--- src/rtl/gate_stream_acc.sv ---
// Streaming bitwise two-input gate with per-frame XOR fold into a checksum word plus parity.
// Operand beats enter via valid/ready; one folded result per DEPTH beats leaves via valid/ready.
module gate_stream_acc #(
    parameter int WIDTH = 8,
    parameter int DEPTH = 4,
    parameter int CNT_W = 16
) (
    input  logic             clk,
    input  logic             rst_n,
    input  logic             clear,
    input  logic [1:0]       mode,
    input  logic             in_valid,
    output logic             in_ready,
    input  logic [WIDTH-1:0] a,
    input  logic [WIDTH-1:0] b,
    output logic             out_valid,
    input  logic             out_ready,
    output logic [WIDTH-1:0] out_sum,
    output logic             out_parity,
    output logic [CNT_W-1:0] frame_count
);

    // state  | meaning
    // S_IDLE | no frame in progress, next beat starts a frame and latches mode
    // S_ACC  | frame in progress, folding beats with the latched mode
    // S_HOLD | frame result presented on out_sum, waiting for out_ready
    typedef enum logic [1:0] {
        S_IDLE = 2'd0,
        S_ACC  = 2'd1,
        S_HOLD = 2'd2
    } state_e;

    // cnt only ever holds 0..DEPTH-1; it is zeroed when the frame completes
    localparam int BEAT_W = (DEPTH > 1) ? $clog2(DEPTH) : 1;
    localparam logic [BEAT_W-1:0] LAST_BEAT = BEAT_W'(DEPTH - 1);

    state_e             state_q, state_d;
    logic [BEAT_W-1:0]  cnt_q, cnt_d;
    logic [WIDTH-1:0]   acc_q, acc_d;
    logic [WIDTH-1:0]   sum_q, sum_d;
    logic [1:0]         mode_q, mode_d;
    logic [CNT_W-1:0]   frame_count_q, frame_count_d;

    logic               accept;
    logic               handshake;
    logic [WIDTH-1:0]   beat_first;
    logic [WIDTH-1:0]   beat_next;

    function automatic logic [WIDTH-1:0] gate_fn(input logic [1:0] m,
                                                 input logic [WIDTH-1:0] x,
                                                 input logic [WIDTH-1:0] y);
        logic [WIDTH-1:0] r;
        case (m)
            2'b00:   r = x ^ y;
            2'b01:   r = ~(x ^ y);
            2'b10:   r = ~x & y;
            default: r = x & ~y;
        endcase
        return r;
    endfunction

    assign in_ready    = rst_n && (state_q != S_HOLD);
    assign out_valid   = (state_q == S_HOLD);
    assign out_sum     = sum_q;
    assign out_parity  = ^sum_q;
    assign frame_count = frame_count_q;

    assign accept     = in_valid & in_ready;
    assign handshake  = out_valid & out_ready;
    assign beat_first = gate_fn(mode, a, b);
    assign beat_next  = acc_q ^ gate_fn(mode_q, a, b);

    always_comb begin
        state_d       = state_q;
        cnt_d         = cnt_q;
        acc_d         = acc_q;
        sum_d         = sum_q;
        mode_d        = mode_q;
        frame_count_d = frame_count_q;

        if (clear) begin
            // clear wins over any coincident beat or result handshake
            state_d = S_IDLE;
            cnt_d   = '0;
            acc_d   = '0;
        end else begin
            case (state_q)
                S_IDLE: begin
                    if (accept) begin
                        mode_d = mode;
                        acc_d  = beat_first;
                        if (DEPTH == 1) begin
                            state_d = S_HOLD;
                            sum_d   = beat_first;
                            cnt_d   = '0;
                        end else begin
                            state_d = S_ACC;
                            cnt_d   = BEAT_W'(1);
                        end
                    end
                end
                S_ACC: begin
                    if (accept) begin
                        acc_d = beat_next;
                        if (cnt_q == LAST_BEAT) begin
                            state_d = S_HOLD;
                            sum_d   = beat_next;
                            cnt_d   = '0;
                        end else begin
                            cnt_d = cnt_q + BEAT_W'(1);
                        end
                    end
                end
                S_HOLD: begin
                    if (handshake) begin
                        state_d       = S_IDLE;
                        acc_d         = '0;
                        frame_count_d = frame_count_q + CNT_W'(1);
                    end
                end
                default: begin
                    state_d = S_IDLE;
                    cnt_d   = '0;
                    acc_d   = '0;
                end
            endcase
        end
    end

    always_ff @(posedge clk) begin
        if (!rst_n) begin
            state_q       <= S_IDLE;
            cnt_q         <= '0;
            acc_q         <= '0;
            sum_q         <= '0;
            mode_q        <= 2'b00;
            frame_count_q <= '0;
        end else begin
            state_q       <= state_d;
            cnt_q         <= cnt_d;
            acc_q         <= acc_d;
            sum_q         <= sum_d;
            mode_q        <= mode_d;
            frame_count_q <= frame_count_d;
        end
    end

endmodule

--- config.mk ---
export PLATFORM = sky130hd
export DESIGN_NAME = gate_stream_acc
export DESIGN_NICKNAME = d
export VERILOG_FILES = /design/src/rtl/gate_stream_acc.sv
export SDC_FILE = /design/constraint.sdc
export NUM_CORES = 1
export LEC_CHECK = 0
export BUFFER_PORTS_ARGS = -buffer_cell sky130_fd_sc_hd__buf_2
export CAP_MARGIN = 20
export CORE_UTILIZATION = 45
export DETAILED_ROUTE_END_ITERATION = 12
export PLACE_DENSITY = 0.67
export SYNTH_ARGS = -nofsm -noshare
export SYNTH_HDL_FRONTEND = slang
export SYNTH_SLANG_ARGS = --single-unit
--- constraint.sdc ---
create_clock -name clk -period 3.1 [get_ports clk]
set_clock_uncertainty 0.1 [all_clocks]
set_input_delay 0.155 -clock clk [delete_from_list [all_inputs] [get_ports clk]]
set_output_delay 0.155 -clock clk [all_outputs]
set_load 0.05 [all_outputs]
; Word-level counts from Yosys, hierarchy flattened
; Cells that the tools add are included.
[classes]
addsub = 2
n_eq_ne = 12
muxes = 14
bitwise = 12
n_reduce_logical = 12
[ops]
columns = op, count
row1 = 8-bit case mux with 3 select lines, 3
row2 = 8-bit two-way mux, 3
row3 = 8-bit NOT, 3
row4 = "16-bit by 1-bit adder with 16-bit output, second input constant", 1
row5 = 8-bit AND, 2
row6 = 8-bit XOR, 2
row7 = 2-bit two-way mux, 6
row8 = 2-bit case mux with 3 select lines, 2
row9 = 3-bit AND reduction, 4
row10 = "2-bit equality test, second input constant", 4
row11 = "2-bit inequality test, second input constant", 4
row12 = 4-bit AND reduction, 2
row13 = 8-bit parity, 1
row14 = "2-bit by 1-bit equality test with 1-bit output, second input constant", 3
row15 = 2-bit logical NOT, 3
row16 = 1-bit NOT, 3
row17 = "2-bit by 1-bit adder with 2-bit output, second input constant", 1
row18 = 1-bit AND, 2
row19 = "2-bit by 1-bit inequality test with 1-bit output, second input constant", 1
row20 = 2-bit OR reduction, 1
row21 = 1-bit logical AND, 1
[word_totals]
reg_bits = 38
wordCells = 58

; Logic depth before layout (Yosys ltp)
[logic_depth]
ltp_word = 6
mapped_depth = 6
depth_no_buf = 6

; Worst setup path after synthesis
; OpenSTA, ideal clock, no wires.
[synth_path]
path_type = register to register
from = register frame_count_q[0], in the netlist frame_count[0]
to = register frame_count_q[15], in the netlist frame_count[15]
setup_time_ns = 0.071
arrival_ns = 2.023
t_required_ns = 2.929
slack_ns = 0.907
stages_incl_launch_ff = 6
n_path_buf = 1
path_cell_list = dfxtp_1 -> nand3_1 -> or3_1 -> clkbuf_2 -> or4_1 -> a21oi_1
[synth_between]
elab_chain_cells = 1
[synth_lines]
columns = element, line
row1 = start: declaration, 42  ; logic [CNT_W-1:0] frame_count_q, frame_count_d;
row2 = start signal: assignment, 144  ; frame_count_q <= frame_count_d;
row3 = 16-bit by 1-bit adder with 16-bit output, 118  ; frame_count_d = frame_count_q + CNT_W'(1);
; Every way passes these cells.
; A chain may end at the register's enable or synchronous reset.

; Final worst setup path
[layout_path]
from = register state_q[0]
to = register frame_count_q[13], in the netlist frame_count[13]
[layout_between]
elab_chain_cells = 3
[layout_lines]
columns = element, line
row1 = start: declaration, 37  ; state_e state_q, state_d;
row2 = start signal: assignment, 139  ; state_q <= state_d;
row3 = 2-bit equality test (*), "63, 87"
row4 = 1-bit AND, 69  ; assign handshake = out_valid & out_ready;
row5 = 3-bit AND reduction (no line) (*), --
; Every way passes the cells marked *; elsewhere a longest branch is shown, timed or not.

==> key figures <==
Yosys
  – Syn_area_per_cell: 8.682 sq um
  – Asr flop ratio synth: 0%
  – Cells after Synth: 310
  – Yosys warns: 0
  – Sequential element share of the synthesized area: 28.27%
  – Post-Synth Adder-Cell Area: 8.368%
  – EDFF count, synth: 0
  – XOR/XNOR share of the synthesized area: 16.88%
  – Simple-gate share of the synthesized area: 15.81%
  – Synth Cell Area: 2691 sq um
  – Main combinational cell family by area after synthesis: XOR/XNOR gates
  – Post-synthesis register bit count: 38
  – Unique masters post-synth: 39
  – Post-synthesis mux area share: 10.79%
  – Top FF cell, synth: dfxtp_1
  – Compound-cell area share of the yosys netlist: 14.46%
  – Syn nets: 351

Finish
  – Layout area overhead: 14.18%
  – Share of layout cells above drive strength 1: 17.75%
  – Final Instance Count excl. Fillers: 427
  – Diode count: 0
  – Fin nets: 395
  – Layout Utilization: 54.47%
  – FILL cells: 543

STA
  – Final Hold Fails: 0
  – RSZ-0062 raised after global routing: no
  – Final Max Slew Viols: 0
  – Highest clock rate: 472.4 MHz
  – Final setup vio count: 0
  – Setup TNS: 0 ps
  – Slew @ Worst Pin: 660.3 ps
  – Fin crit share: 68.29%
  – Min Hold Slack: 121.4 ps
  – Min Clock Period, post-route: 2117 ps
  – Relative slew slack: 55.98%

GRT
  – GR Overflow Total: 0
  – Vias in the first global route: 2,225
  – First-pass GRT wire length: 9701 um
  – Antenna violations before repair: 0
  – Largest net degree at the start of global routing: 21
  – GRT Total Usage: 19.25%

Clock tree
  – Clock transition at path regs: 80 ps
  – Total clock sinks: 38
  – CTS tree: done
  – Clock buffer count from CTS: 5
  – Root buf cell: clkbuf_8
  – Hold_buf cts: 0
  – Max clock buf depth: 2
  – H-tree lvl count: 2
  – Post-CTS setup buffers: 0
  – CTS resizes: 0
  – Worst skew pair latency: 290 ps

Power
  – Maximum VDD drop: 217.4 uV
  – Power Dens Cells: 351.4 nW/um^2
  – Pleak: 1.333 nW

Worst setup path
  – Cells on worst reg2reg path: 4
  – R2R Path Start: state_q[0]
  – Worst R2R End: frame_count[13]
  – Worst Path Arrival: 2230 ps
  – CP endpoint kind: flip-flop
  – Critical path class: reg2reg
  – Crit path launch: state_q[0]
  – Worst endpoint required time: 3220 ps
  – End of the critical path: frame_count[13]
  – Crit Path Max Fanout: 17
  – R2R setup slack: 980 ps
  – Startpoint class of the critical path: flip-flop

Drt
  – 1st-iter DRT viols: 62
  – Via count: 2,319
  – Post-DRT Antenna Nets: 0
  – Routed WL: 5610 um
  – Avg Vias per Cell: 5.431
  – Drt wl/cell: 13.14 um
  – Drt pass-1 iters: 4
  – Number of remaining DRC errors: 0

Placed design
  – GP Congestion: 0.7732
  – Cell Count Post-Placement: 419
  – DP HPWL: 4305 um
  – Port-buffer cells: 49

Worst hold path
  – Hold Crit Class: in2reg

Floorplan
  – Die W: 79.34 um
  – # IOs: 50
  – Initial Util: 47.70%
  – Die height: 79.34 um
  – Die area: 6294 sq um
  – # rows: 27
  – CORE AREA: 5642 sq um

Status
  – Status: completed

Flow run
  – Total of max-cap violations: 0
==> flip-flops by register name, summed over array words and instances (netlist names) <==
signal,cells
acc_q,8
cnt_q,2
frame_count,16
mode_q,2
out_sum,8
state_q,2
==> Yosys cell counts, drive strengths merged, types with 4 or more instances <==
| cell | number | share of area [%] |
|---|---|---|
| o22ai | 7 | 1.6 |
| ha | 18 | 8.4 |
| mux2i | 29 | 11 |
| nand3 | 11 | 2.0 |
| a22oi | 8 | 2.2 |
| dfxtp | 38 | 28 |
| inv | 23 | 3.2 |
| nor2 | 19 | 2.7 |
| or4 | 5 | 1.4 |
| o31ai | 5 | 1.4 |
| xor3 | 4 | 3.5 |
| xnor2 | 19 | 6.2 |
| nand4 | 4 | 0.93 |
| a31oi | 4 | 0.93 |
| buf | 4 | 0.74 |
| clkbuf | 10 | 1.5 |
| o21ai | 16 | 3.0 |
| a21oi | 19 | 3.5 |
| nand2 | 19 | 2.6 |
| xor2 | 22 | 7.2 |
==> cell families (layout without fill, tap and decap cells) <==
logic type | after synthesis | in the layout
AOI/OAI and AO/OA | 65 | 65
xor gates and xnor gates | 45 | 45
adders and majority gates | 18 | 18
buffers and inverters | 37 | 82
DFF | 38 | 38
muxes | 29 | 29
and+or+nand+nor | 78 | 78
==> worst min-delay path by stage <==
stage                          startpoint               to  slack, ps  depth (start not counted)
after floorplan                 out_ready       state_q[1]        260                          2
after global placement    frame_count[15]  frame_count[15]        360                          2
after detailed placement  frame_count[15]  frame_count[15]        380                          2
after CTS                         mode[1]        mode_q[1]        100                          3
after global routing              mode[1]        mode_q[1]        120                          3
final                             mode[1]        mode_q[1]        120                          3
==> area by class of cell <==
type / count / area [sq um] / area share (%)
clock buffer: 7 / 86.33 / 2.809
clock inverter: 1 / 5.005 / 0.1629
inverter: 23 / 86.33 / 2.809
multi-input combinational: 235 / 1784 / 58.06
sequential: 38 / 760.7 / 24.76
tap: 72 / 90.09 / 2.932
timing repair buffer: 51 / 260.3 / 8.469
==> cells in the final DEF, fill, tap and decap left out, drive strengths merged, types with 5 or more instances in the layout <==
cell	instances
a21oi	19
a22oi	8
buf	51
clkbuf	7
dfxtp	38
ha	18
inv	23
mux2i	29
nand2	19
nand3	11
nor2	19
o21ai	16
o22ai	7
o31ai	5
or4	5
xnor2	19
xor2	22
==> metal layers <==
layer  track usage, %  share of wire, %  vias to the layer above  routed length [um]
li1                 -                 -                     1179                   -
met1            24.56                48                     1084                2699
met2            32.59                48                       50                2678
met3            3.103               3.1                        6                 175
met4            6.727               1.0                        0                  56
met5                0                 0                        -                   0
==> stage by stage <==
stage / area [sq um] / worst slack, ps / total power [W]
detailed placement: 2982 / 1017 / 0.0007332
global route: 3073 / 835.5 / 0.001132
CTS: 3073 / 993.5 / 0.001084
floorplan: 2691 / 906.6 / 0.0006813
global placement: 2982 / 1060 / 0.0007277
finish: 3073 / 983.1 / 0.001080
==> critical path: stages (launching register included) <==
cell	delay (ps)
dfxtp_1	470
nand4bb_4	300
or3_1	500
or4_1	530
a21oi_1	140
==> power breakdown <==
| group | internal, W | total [W] | leakage, nW | switching, W |
|---|---|---|---|---|
| sequential | 0.000495 | 0.000510 | 0.307 | 0.0000144 |
| clock | 0.000180 | 0.000358 | 0.0482 | 0.000178 |
| combinational | 0.000102 | 0.000212 | 0.978 | 0.000110 |
Power figures use the tool's default switching activity.
